`config.mk`:
```
export PLATFORM = sky130hd
export DESIGN_NAME = afifo_pkt_writer
export DESIGN_NICKNAME = d
export VERILOG_FILES = /design/src/rtl/afifo_pkt_writer.sv
export SDC_FILE = /design/constraint.sdc
export NUM_CORES = 1
export LEC_CHECK = 0
export BUFFER_PORTS_ARGS = -buffer_cell sky130_fd_sc_hd__buf_2
export CAP_MARGIN = 20
export CORE_UTILIZATION = 55
export DETAILED_ROUTE_END_ITERATION = 8
export PLACE_DENSITY = 0.73
export REMOVE_ABC_BUFFERS = 1
export SKIP_LAST_GASP = 1
export SLEW_MARGIN = 20
export SYNTH_ARGS = -nofsm -noshare
export SYNTH_HDL_FRONTEND = slang
export SYNTH_SLANG_ARGS = --single-unit
```
`constraint.sdc`:
```
create_clock -name wclk -period 3 [get_ports wclk]
set_clock_uncertainty 0.1 [all_clocks]
set_input_delay 0.15 -clock wclk [delete_from_list [all_inputs] [get_ports wclk]]
set_output_delay 0.15 -clock wclk [all_outputs]
set_load 0.005 [all_outputs]
```
`src/rtl/afifo_pkt_writer.sv`:
```
// Write-domain packet producer: buffers one packet from a valid/ready beat stream,
// then pushes a length header followed by the payload into the async FIFO write port.
module afifo_pkt_writer #(
  parameter int DSIZE    = 8,
  parameter int LSIZE    = 4,
  parameter int SAFE_GAP = 1
) (
  input  logic             wclk,
  input  logic             wrst_n,
  input  logic             s_valid,
  output logic             s_ready,
  input  logic [DSIZE-1:0] s_data,
  input  logic             s_last,
  output logic             wreq,
  output logic [DSIZE-1:0] wdata,
  input  logic             wfull,
  output logic             pkt_done,
  output logic [15:0]      pkt_count
);

  // state   | meaning
  // COLLECT | accept beats into the local buffer
  // DRAIN   | buffer full, discard beats until s_last
  // HEADER  | write {trunc, len} header word
  // PAYLOAD | write buffered beats buf_mem[0..len-1]
  typedef enum logic [1:0] {COLLECT, DRAIN, HEADER, PAYLOAD} state_t;

  localparam int   MAXLEN = 1 << LSIZE;
  localparam logic GAP_EN = (SAFE_GAP != 0);

  state_t           state, state_nxt;
  logic [LSIZE-1:0] cnt, rd;
  logic [LSIZE:0]   len;
  logic             trunc, wr_q;
  logic             accept, last_word;
  logic [DSIZE-1:0] buf_mem [MAXLEN];

  assign accept    = s_valid & s_ready;
  assign last_word = (state == PAYLOAD) && ({1'b0, rd} == (len - 1'b1));

  always_ff @(posedge wclk or negedge wrst_n) begin
    if (!wrst_n) state <= COLLECT;
    else         state <= state_nxt;
  end

  always_comb begin
    state_nxt = state;
    case (state)
      COLLECT: if (accept) begin
        if (s_last)    state_nxt = HEADER;
        else if (&cnt) state_nxt = DRAIN;
      end
      DRAIN:   if (accept && s_last) state_nxt = HEADER;
      HEADER:  if (wreq) state_nxt = PAYLOAD;
      PAYLOAD: if (wreq && last_word) state_nxt = COLLECT;
      default: state_nxt = COLLECT;
    endcase
  end

  // wr_q gap term absorbs the FIFO's one-cycle-late registered wfull
  always_comb begin
    s_ready = (state == COLLECT) || (state == DRAIN);
    wreq    = ((state == HEADER) || (state == PAYLOAD)) && !wfull && !(GAP_EN && wr_q);
    wdata   = '0;
    if (state == HEADER) begin
      wdata[LSIZE:0]   = len;
      wdata[DSIZE-1]   = trunc;
    end else if (state == PAYLOAD) begin
      wdata = buf_mem[rd];
    end
  end

  always_ff @(posedge wclk or negedge wrst_n) begin
    if (!wrst_n) begin
      cnt       <= '0;
      rd        <= '0;
      len       <= '0;
      trunc     <= 1'b0;
      wr_q      <= 1'b0;
      pkt_done  <= 1'b0;
      pkt_count <= '0;
    end else begin
      wr_q     <= wreq;
      pkt_done <= 1'b0;
      case (state)
        COLLECT: if (accept) begin
          cnt <= cnt + 1'b1;
          if (s_last) begin
            len   <= {1'b0, cnt} + 1'b1;
            trunc <= 1'b0;
          end else if (&cnt) begin
            len   <= (LSIZE+1)'(MAXLEN);
            trunc <= 1'b1;
          end
        end
        HEADER: if (wreq) rd <= '0;
        PAYLOAD: if (wreq) begin
          rd <= rd + 1'b1;
          if (last_word) begin
            cnt       <= '0;
            pkt_done  <= 1'b1;
            pkt_count <= pkt_count + 1'b1;
          end
        end
        default: ;
      endcase
    end
  end

  // Buffer holds no reset: stale contents are never read before being rewritten
  always_ff @(posedge wclk) begin
    if (state == COLLECT && accept) buf_mem[cnt] <= s_data;
  end

endmodule

```
== Word level (Yosys, flattened, before mapping) ==
Memory sizes are Yosys's and may differ from the RTL's.
Index checks and enable logic that the tools add are counted.
W data, S select, Z words.
Word-level totals
  memories kept: 1
  bits in writable memories: 128
  flip-flop bits (word level): 34
  bits of input ports: 13
  output and inout bits: 27
Operators by class
  equal/unequal tests: 11
  muxes and demuxes: 27
  bitwise logic cells: 1
  reductions and logical operators: 20
  add/sub/neg operators: 5
Memories
  buf_mem: words 16, bits a word 8, read ports 1, clocked after memory_dff 0, write ports 1, RTL line 36  | logic [DSIZE-1:0] buf_mem [MAXLEN];
Operator list (count)
  $mux W4: 5
  $add A16 B1 Y16 const B: 1
  $pmux W4 S2: 2
  $mux W5: 3
  $mux W2: 7
  $ne A2 B2 Y1 const B: 5
  $reduce_and A3 Y1: 3
  $add A4 B1 Y4 const B: 2
  $mux W1: 8
  $mux W8: 1
  $pmux W2 S4: 1
  $reduce_and A4 Y1: 2
  $logic_and A1 B1 Y1: 6
  $reduce_bool A2 Y1: 3
  $add A4 B1 Y5 const B: 1
  $eq A4 B5 Y1: 1
  $reduce_and A5 Y1: 1
  $sub A5 B1 Y5 const B: 1
  $eq A2 B2 Y1 const B: 2
  $ne A3 B2 Y1 const B: 1
  $eq A2 B1 Y1 const B: 1
  $logic_not A1 Y1: 2
  $logic_not A2 Y1: 1
  $logic_or A1 B1 Y1: 2
  2 further kinds: 2

== Longest topological paths before layout ==
Gate-level depths: netlist of the first run.
  word-level depth: 7
  depth in mapped cells: 8

== Worst setup path before layout of the first run ==
OpenSTA, ideal clock, no wires.
  kind: reg-to-reg
  start point: register state[0]
  end point: register state[0]
  setup time: 0.135 ns
  setup slack: 0.844 ns
  required time: 2.765 ns
  cell stages (with the launch flop): 9
  arrival time: 1.921 ns
  period minus slack after synthesis: 2.156 ns
  path through: dfrtp_1 inv_1 ha_1 clkbuf_1 nor2_1 a221oi_1 nor3_1 a311oi_1 o21ai_0
On the way
  word-level cells in the longest chain between the ends: 7
  elaborated cells on any way between the ends: 19
RTL lines
  start: declaration: RTL line 31  | state_t state, state_nxt;
  start signal: assignment: RTL line 43  | else state <= state_nxt;
  $eq A2 B2 Y1, on equally long branches: RTL line 48, 63, 39
  $logic_or A1 B1 Y1: RTL line 63  | wreq = ((state == HEADER) || (state == PAYLOAD)) && !wfull && !(GAP_EN && wr_q);
  $logic_and A1 B1 Y1 (2 in a row): RTL line 63
  $logic_and A1 B1 Y1: RTL line 55  | PAYLOAD: if (wreq && last_word) state_nxt = COLLECT;
  $ne A2 B1 Y1 (no source line)
  $reduce_and A5 Y1 (no source line)
Several ways; a longest one is shown, not always the timed one.
A chain may end at the register's enable or synchronous reset.

== Final worst setup path of the first run ==
  start point: register rd[0]
  end point: output port wdata[4]
On the way
  word-level cells in the longest chain between the ends: 3
RTL lines
  start: declaration: RTL line 32  | logic [LSIZE-1:0] cnt, rd;
  start signal: assignment: RTL line 98  | rd <= rd + 1'b1;
  $mem_v2 Z16 W8
  $mux W8: RTL line 68  | end else if (state == PAYLOAD) begin
  $mux W5: RTL line 65  | if (state == HEADER) begin
  end: declaration: RTL line 15  | output logic [DSIZE-1:0] wdata,
Every way passes these cells.

==> metrics.txt, run 1 <==
number of flops mapped to enable cells by yosys=128; Seq pwr share=44.4%; chip height=114.0 microns; top cell type's share of synthesized area=55.73%; die width=114.0 microns; Reg2Reg Depth=7; Setup crit end kind=output port; synthesized netlist cell count=417; dpl hpwl=8.669 mm; Initial Utilization=56.94%; top cells by count, synth=128 x edfxtp_1, 34 x dfrtp_1, 32 x mux4_2; leading area contributor after synthesis=edfxtp_1; worst-skew pair later-pin latency=0.41 ns; required time worst endpoint=2.75 ns; status=finished clean; area grow syn2layout=15.67%; xor-xnor portion of the synthesized cell area=2.993%; Row Count=40; Root Buffer=clkbuf_16; multiplexer share of the synthesized area=11.96%; Worst-path clk slew=0.06 ns; port buffer count=39; maximum vdd drop=0.7359 mV; Routed Antenna Nets=0; Setup violations, final=0; H-tree depth=4; R2R Path Start=state[1]; Simple-Gate Fraction of Synth Area=8.382%; multi-input logic area=2041 sq um; RSZ-0062 raised after global routing=false; Mapped Area=6897 sq um; top_reg_cell synth=edfxtp_1; average cell area after synthesis=16.54 sq um; crit start category=flop; Max-cap violations=0; Routed wire per std cell=20.77 microns; net count reported at finish=501; Comb pwr share=16.8%; count leader, synth=edfxtp_1; routing usage on met3=6.376%; fin. max-slew vios=0; PD cells=699.4 nW/um^2; fmax=371.0 MHz; aggregate global routing overflow=0; Pre-antenna DRT Iters=4; CTS buffer count=17; Hold Slack=0.02236 ns; clk buf depth=2; crit path DAT=2.45 ns; Psw=1356 uW; fin crit share=89.85%; Diodes inserted=0; gpl congestion=0.8735; # IOs=40; global-route wire length before repair=21.14 mm; Worst Setup EP=wdata[4]; 1st-iter DRT viols=296; fillcell total=874; critical-path maximum fanout=37; largest net degree at the start of global routing=38; grt met2 use=37.21%; Hold Path Class=input pin to flop; Sw Ratio=24.31%; CTS Sinks=162; compound-cell area share of the yosys netlist=4.263%; Post-synth ARST share=20.99%; top cells by area, synth=edfxtp_1 56%, dfrtp_1 12%, mux4_2 10%; P_int=4224 uW; main combinational cell family by area after synthesis=multiplexers; layout cells sized above 1=24.95%; initial antenna violation count=0; worst setup path class=flop to output port; FF+latch count, synth=162; Setup TNS Final=0 ns; Tightest Pin Transition=0.7563 ns; die area=12990 sq um; register area=4696 sq um; vias in the first global route=3772; met1 usage=30.63%; Leakage Power=0.003031 uW; worst flop-to-flop path endpoint=state[0]; Total Routed Length=13.64 mm; register area share after synthesis=68.07%; CTS tree=done; Core Box Area=12110 sq um; Max-slew headroom=49.58%; DRC errors left=0; Yosys Warn Count=0; minimum clock period=2.695 ns; Worst Setup SP=rd[0]; r2r setup slk=0.52 ns; clock power share=38.8%; Synth Area in Adders=1.996%; final hold violation count=0; via/cell ratio=5.790; vias=3804; GRT Resource Usage Total=23.06%; Netlist cell types=41; Tot Pwr=5580 uW; Post-CTS Resized=0; grt peak-use layer=met2
==> critical path, stage by stage, from the launching register on <==
cell,delay (ns)
dfrtp_2,0.37
buf_12,0.27
mux4_2,0.55
a22oi_1,0.28
nand2_1,0.15
a22o_1,0.24
buf_2,0.13
==> power groups by stage <==
stage	sequential, uW	combinational (uW)	clock, uW
floorplan	2610	511	0
global placement	2520	929	0
detailed placement	2520	940	0
CTS	2480	951	2190
global route	2480	1010	2280
finish	2480	937	2170
==> per-stage QoR <==
stage | utilization [%] | cells | area, sq um | worst slack [ns]
3_3_place_gp | 60.66 | 622 | 7347 | 0.6557
6_report | 65.87 | 657 | 7978 | 0.3046
5_1_grt | 65.87 | 657 | 7978 | 0.1757
3_5_place_dp | 60.66 | 622 | 7347 | 0.5636
2_1_floorplan | - | 398 | 6788 | -0.003359
4_1_cts | 65.87 | 657 | 7978 | 0.2499
==> cell families (layout without fill, tap and decap cells) <==
logic type,Yosys count,in the layout
flip-flops,162,162
multiplexers,39,39
AND/OR/NAND/NOR,109,109
buffers and inverters,33,105
XOR/XNOR,22,22
adder cells (fa/ha/maj),11,11
AO/OA/AOI/OAI,41,41
==> worst min-delay path by stage <==
stage,depth (start not counted),slack (ns),startpoint,endpoint
after CTS,1,0.007,s_data[6],buf_mem[2][6]
after global placement,1,0.16,wrst_n,pkt_count[7]
after detailed placement,1,0.17,wrst_n,pkt_count[7]
final,1,0.02,s_data[0],buf_mem[3][0]
after floorplan,0,-0.25,wrst_n,cnt[0]
after global routing,1,0.005,s_data[6],buf_mem[6][6]
==> final cells by class <==
class	count	share of cell area [%]
Sequential cell	162	58.86
Inverter	14	0.6587
Clock inverter	12	1.976
Multi-Input combinational cell	222	25.58
Clock buffer	19	5.427
Tap cell	168	2.635
Timing Repair Buffer	60	4.862
==> state kept, by name, indices dropped and copies added, names as in the netlist <==
signal	count
pkt_done	1
rd	4
state	2
wr_q	1
pkt_count	16
buf_mem	128
trunc	1
cnt	4
len	5
==> placed cells by master, fill, tap and decap left out, types with 3 or more instances in the layout <==
| cell type | instances |
|---|---|
| nand4_1 | 5 |
| clkinvlp_4 | 3 |
| and2_1 | 3 |
| nor3_1 | 11 |
| xnor2_1 | 6 |
| a22oi_1 | 12 |
| bufinv_16 | 3 |
| nand2b_1 | 3 |
| nand3_1 | 13 |
| nand2_1 | 29 |
| xor2_1 | 15 |
| dfrtp_1 | 33 |
| buf_2 | 39 |
| nand3b_1 | 4 |
| a22o_1 | 8 |
| mux2i_1 | 4 |
| clkbuf_16 | 17 |
| o21ai_0 | 10 |
| nor2_1 | 22 |
| edfxtp_1 | 128 |
| ha_1 | 11 |
| nor2b_1 | 5 |
| nor4_1 | 6 |
| buf_4 | 15 |
| dlygate4sd3_1 | 4 |
| inv_1 | 14 |
| mux4_2 | 32 |
==> metal layers <==
layer / routed length [microns] / vias to the layer above
met2: 6908 / 120
li1: - / 1736
met5: 0 / -
met1: 5711 / 1921
met4: 265 / 0
met3: 759 / 27
==> repair_timing <==
| action | CTS | global route |
|---|---|---|
| endpoints found under the hold margin | 37 | 0 |
| hold buffers | 4 | 0 |
| buffers inserted | 0 | 0 |
No activity file was read; power rests on OpenSTA's default activity.
==> run 2, diff against run 1 <==
--- a/config.mk
+++ b/config.mk
@@ -7,6 +7,7 @@
 export LEC_CHECK = 0
 export BUFFER_PORTS_ARGS = -buffer_cell sky130_fd_sc_hd__buf_2
 export CAP_MARGIN = 20
+export CORE_MARGIN = 5
 export CORE_UTILIZATION = 55
 export DETAILED_ROUTE_END_ITERATION = 8
 export PLACE_DENSITY = 0.73
==> run 2 against run 1 <==
  * Clock power decreased by 6%
  * Cell area decreased by 0.80%
  * Fmax decreased by 3.3%
  * Sequential power about the same
  * Non-clock buffer count decreased by 4
  * Hold slack got worse by 0.0065 ns
  * First-iteration DRC count decreased by 2.7%
  * Critical path depth decreased by 1
  * Critical path type unchanged
  * Critical endpoint is now wdata[5]
  * Largest power group unchanged
==> metrics.txt, run 2 (synthesis gave the netlist of run 1 again) <==
status=finished clean; Hold Path Class=input pin to flop; Root Buffer=clkbuf_16; Worst Setup EP=wdata[5]; slowest CP cell=mux4_2; worst flop-to-flop path endpoint=state[1]; worst-skew pair later-pin latency=0.43 ns (+0.02 ns); Worst-path clk slew=0.07 ns (about the same); die width=122.0 microns (+7.0%); Core Box Area=12470 sq um (+2.9%); clk buf depth=2 (unchanged); Pre-antenna DRT Iters=5 (+1); most common cell after layout, fill and taps aside=edfxtp_1; 1st-iter DRT viols=288 (-2.7%); global-route wire length before repair=21.39 mm (+1.2%); largest registers=buf_mem x128, pkt_count x16, len x5; fin crit share=92.91% (+3.1 points); Max-cap violations=0 (unchanged); minimum clock period=2.787 ns (+0.09183 ns); Worst Setup SP=rd[0]; area grow syn2layout=14.75%; CTS Sinks=162 (unchanged); initial antenna violation count=0 (unchanged); Row Count=41 (+2.5%); dpl hpwl=9.176 mm (+5.8%); Post-CTS Setup Repair Bufs=0 (unchanged); vias=3782 (-0.58%); Routed Antenna Nets=0 (unchanged); final non-filler cell total=658 (+0.15%); worst setup path class=flop to output port; r2r setup slk=0.56 ns (+0.04 ns); grt met2 use=32.22% (-5.0 points); Max-slew headroom=43.44% (-6.1 points); required time worst endpoint=2.75 ns (about the same); Initial Utilization=55.32% (-1.6 points); PD cells=685.0 nW/um^2 (-2.1%); most frequent cells in the layout=128 x edfxtp_1, 39 x buf_2, 33 x dfrtp_1; R2R Path Start=state[1]; CP top delay family=multiplexers; met1 usage=26.16% (-4.5 points); final hold violation count=0 (unchanged); CTS buffer count=17 (unchanged); gpl congestion=0.8190 (-6.2%); Setup crit end kind=output port; Post-CTS Resized=0 (unchanged); vias in the first global route=3877 (+2.8%); CTS tree=done; H-tree depth=4 (unchanged); chip height=122.0 microns (+7.0%); fmax=358.8 MHz (-3.3%); maximum vdd drop=0.4927 mV (-33%); Tightest Pin Transition=0.8452 ns (+0.08898 ns); Worst Path Buf+Inv=2 (unchanged); Largest stage delay, worst path=0.53 ns (-0.02 ns); fin util=63.48% (-2.4 points); layout cells sized above 1=24.69% (-0.26 points); RSZ-0062 raised after global routing=false; GRT Resource Usage Total=19.69% (-3.4 points); grt peak-use layer=met2; via/cell ratio=5.748 (-0.73%); DRC errors left=0 (unchanged); Leakage Power=0.002989 uW (-1.4%); routing usage on met3=4.828% (-1.5 points); net count reported at finish=497 (-0.80%); Levels on crit path=5 (-1); most flop-heavy register=buf_mem; port buffer count=39 (unchanged); Routed wire per std cell=20.36 microns (-2.0%); die area=14880 sq um (+15%); Largest register FFs=128 (unchanged); critical-path maximum fanout=24 (-35%); largest net degree at the start of global routing=37 (-2.6%); crit start category=flop; Inst Count DP=621 (-0.16%); # IOs=40 (unchanged); aggregate global routing overflow=0 (unchanged); Setup violations, final=0 (unchanged); register area=4696 sq um (unchanged); crit path DAT=2.54 ns (+0.09 ns); fin. max-slew vios=0 (unchanged); Hold Slack=0.01582 ns (-0.006539 ns); Reg2Reg Depth=7 (unchanged); Diodes inserted=0 (unchanged); CP Cell Sequence=buf_12, mux4_2, mux4_1, and2_1, buf_2; fillcell total=887 (+1.5%); multi-input logic area=2041 sq um (unchanged); Setup TNS Final=0 ns (unchanged); Total Routed Length=13.40 mm (-1.8%)
[run 2: layer usage]
| metal | part of all wire (%) | vias up | routed length [microns] |
|---|---|---|---|
| met3 | 4.7 | 11 | 625 |
| met1 | 42 | 1934 | 5633 |
| met2 | 52 | 96 | 7004 |
| met5 | 0 | - | 0 |
| li1 | - | 1741 | - |
| met4 | 0.99 | 0 | 133 |
[run 2: where the power goes]
part,total [uW],internal [uW],switching (uW)
logic,894,459,435
registers,2480,2440,40.2
clock network,2040,1160,888
[run 2: area by class of cell]
cell class	instances	share of cell area, %
clock buffer	19	5.470
clock inverter	13	1.628
timing repair buffer	56	4.395
tap	172	2.719
inverter	14	0.6640
multi-input combinational	222	25.79
sequential	162	59.34
[run 2: through the flow]
| step | instance area, sq um | setup WS [ns] | power [uW] |
|---|---|---|---|
| final | 7914 | 0.2128 | 5421 |
| after global routing | 7914 | 0.09153 | 5650 |
| after CTS | 7914 | 0.1635 | 5472 |
| after detailed placement | 7302 | 0.6148 | 3432 |
| after global placement | 7302 | 0.6592 | 3411 |
| after floorplan | 6788 | -0.003359 | 3123 |
[run 2: worst min-delay path by stage]
stage | startpoint | to | depth (start not counted)
after floorplan | wrst_n | cnt[0] | 0
after detailed placement | wrst_n | pkt_count[5] | 1
after global placement | wrst_n | pkt_count[5] | 1
final | s_data[5] | buf_mem[7][5] | 1
after CTS | s_data[5] | buf_mem[8][5] | 1
after global routing | s_data[4] | buf_mem[10][4] | 1
[run 2: repair_timing]
item | 4_1_cts | 5_1_grt
hold endpoints to repair | 53 | 0
hold buffers | 5 | 0
setup endpoints to repair | 0 | 0
[run 2: worst register-to-register path, stage by stage, from the launching register on]
cell and delay, ns:
dfrtp_1 0.45, inv_1 0.11, ha_1 0.35, nor2_1 0.11, a221oi_1 0.62, nor3_1 0.14, a311oi_1 0.28, o21ai_0 0.14
==> run 3, diff against run 2 <==
==> constraint.sdc (replaced) <==
create_clock -name wclk -period 2.65 [get_ports wclk]
set_clock_uncertainty 0.1 [all_clocks]
set_input_delay 0.1325 -clock wclk [delete_from_list [all_inputs] [get_ports wclk]]
set_output_delay 0.1325 -clock wclk [all_outputs]
set_load 0.005 [all_outputs]
==> run 3 against run 2 <==
  * The run now ends with negative setup slack left
  * First-iteration DRC count up 36%
  * Largest cell class unchanged
  * Sequential share of layout area is 4.2 points lower
  * Sequential cell count stayed put
  * Die area stayed put
  * Highest routed layer unchanged
  * Utilization up 4.8 points
  * Register-to-register slack got worse by 0.33 ns
  * Power rose by 30%
  * Wire length grew 12%
  * Critical path type unchanged
  * Hold slack lost 0.0059 ns
  * Worst setup slack worse by 0.24 ns
  * Sequential power grew 13%
==> metrics.txt, run 3 (synthesis gave the netlist of run 1 again) <==
Total Routed Length=14.95 mm (+12%); Initial Utilization=55.32% (unchanged); vias=4028 (+6.5%); 1st-iter DRT viols=391 (+36%); die area=14880 sq um (unchanged); die width=122.0 microns (unchanged); Inst Count DP=631 (+1.6%); Largest register FFs=128 (unchanged); fin worst setup slack=-0.02727 ns (-0.2400 ns); RSZ-0062 raised after global routing=true; Seq pwr share=39.9% (-5.9 points); Row Count=41 (unchanged); CTS tree=done; final non-filler cell total=692 (+5.2%); most common cell after layout, fill and taps aside=edfxtp_1; PD cells=827.3 nW/um^2 (+21%); CP top delay family=buffers and inverters; fin util=68.32% (+4.8 points); CTS buffer count=17 (unchanged); net count reported at finish=531 (+6.8%); CP Cell Sequence=buf_12, clkbuf_16, buf_6, mux4_2, a22oi_2, nand2_1, a22o_1, buf_2; register area=4696 sq um (unchanged); worst-skew pair later-pin latency=0.42 ns (about the same); global-route wire length before repair=22.49 mm (+5.2%); most frequent cells in the layout=128 x edfxtp_1, 38 x buf_2, 34 x mux4_2; Sw Ratio=23.69% (-1.4 points); final instance area=8517 sq um (+7.6%); vias in the first global route=3988 (+2.9%); Core Box Area=12470 sq um (unchanged); port buffer count=39 (unchanged); Max-cap violations=0 (unchanged); chip height=122.0 microns (unchanged); routing usage on met3=4.782% (-0.046 points); final hold violation count=0 (unchanged); fillcell total=801 (-9.7%); fin crit share=101.0%; Routed Antenna Nets=0 (unchanged); Tot Pwr=7046 uW (+30%); CTS Sinks=162 (unchanged); GRT Resource Usage Total=20.53% (+0.84 points); Pre-antenna DRT Iters=5 (unchanged); gpl congestion=0.7686 (-6.2%); most flop-heavy register=buf_mem; initial antenna violation count=0 (unchanged); worst setup path class=flop to output port; grt met2 use=33.15% (+0.93 points); Hold Path Class=input pin to flop; met1 usage=27.49% (+1.3 points); area grow syn2layout=23.49%; Leakage Power=0.003280 uW (+9.7%); required time worst endpoint=2.42 ns (-0.33 ns); fin. max-slew vios=0 (unchanged); grt peak-use layer=met2; clock power share=40.8% (+3.1 points); Diodes inserted=0 (unchanged); H-tree depth=4 (unchanged); Setup crit end kind=output port; minimum clock period=2.677 ns; Root Buffer=clkbuf_16; Psw=1669 uW (+23%); crit start category=flop; status=finished, violations left; multi-input logic area=2103 sq um (+3.1%); failing checks=negative setup slack; Setup violations, final=1 (+1); Largest stage delay, worst path=0.51 ns (-0.02 ns); clk buf depth=2 (unchanged); dpl hpwl=9.009 mm (-1.8%); slowest CP cell=mux4_2; Max-slew headroom=49.20% (+5.8 points); largest net degree at the start of global routing=35 (-5.4%); aggregate global routing overflow=0 (unchanged); Post-Place Worst Slack=0.2686 ns (-0.3461 ns); critical-path maximum fanout=5 (-79%); Worst-path clk slew=0.06 ns (about the same); via/cell ratio=5.821 (+1.3%); largest registers=buf_mem x128, pkt_count x16, len x5; crit path DAT=2.44 ns (-0.10 ns); Comb pwr share=19.3% (+2.8 points); maximum vdd drop=0.6681 mV (+36%); Routed wire per std cell=21.60 microns (+6.1%); Tightest Pin Transition=0.7620 ns (-0.08322 ns); # IOs=40 (unchanged); Worst Path Buf+Inv=4 (+2); placed inst area=7377 sq um (+1.0%); layout cells sized above 1=32.50% (+7.8 points); DRC errors left=0 (unchanged); fmax=373.5 MHz; P_int=5376 uW (+32%)
## run 3: timing repair
action / CTS / global route
endpoints found under the setup margin: 4 / 8
hold endpoints to repair: 125 / 0
setup buffers: 1 / 14
gates cloned: 1 / 3
pin swaps: 0 / 16
resized for setup: 0 / 28
hold buffers: 10 / 0
## run 3: metrics by stage
step	setup TNS [ns]	hold slack [ns]
4_1_cts	-0.003938	0.0005788
6_report	-0.02727	0.009945
5_1_grt	-0.2487	0.01278
2_1_floorplan	-2.593	-0.2631
3_3_place_gp	0	0.1399
3_5_place_dp	0	0.1571
## run 3: path summary, 6_finish.rpt
kind	startpoint	endpoint	slack (ns)	cells after the start
worst max-delay path	rd[0]	wdata[3]	-0.03	8
worst min-delay path	s_data[0]	buf_mem[9][0]	0.01	1
worst max register to register	rd[0]	pkt_count[1]	0.23	9
worst min register to register	pkt_count[15]	pkt_count[15]	0.37	1
max in group asynchronous	wrst_n	rd[0]	1.69	2
min in group asynchronous	wrst_n	pkt_count[0]	0.22	2
## run 3: power groups by stage
stage / clock network, uW / logic [uW] / registers (uW)
finish: 2870 / 1360 / 2810
global route: 3030 / 1460 / 2810
detailed placement: 0 / 1040 / 2850
global placement: 0 / 1010 / 2850
CTS: 2890 / 1100 / 2800
floorplan: 0 / 578 / 2960
## run 3: layout make-up
cell class | count | share of cell area, %
clock inverter | 15 | 3.232
inverter | 14 | 0.6170
multi-input combinational | 222 | 24.70
tap | 172 | 2.527
timing repair buffer | 90 | 8.800
sequential | 162 | 55.13
clock buffer | 17 | 4.995
## run 3: per-layer routing
metal / vias to the layer above / share of wire (%)
met3: 30 / 5.8
met1: 2039 / 42
met4: 0 / 2.6
li1: 1802 / -
met5: - / 0
met2: 157 / 50
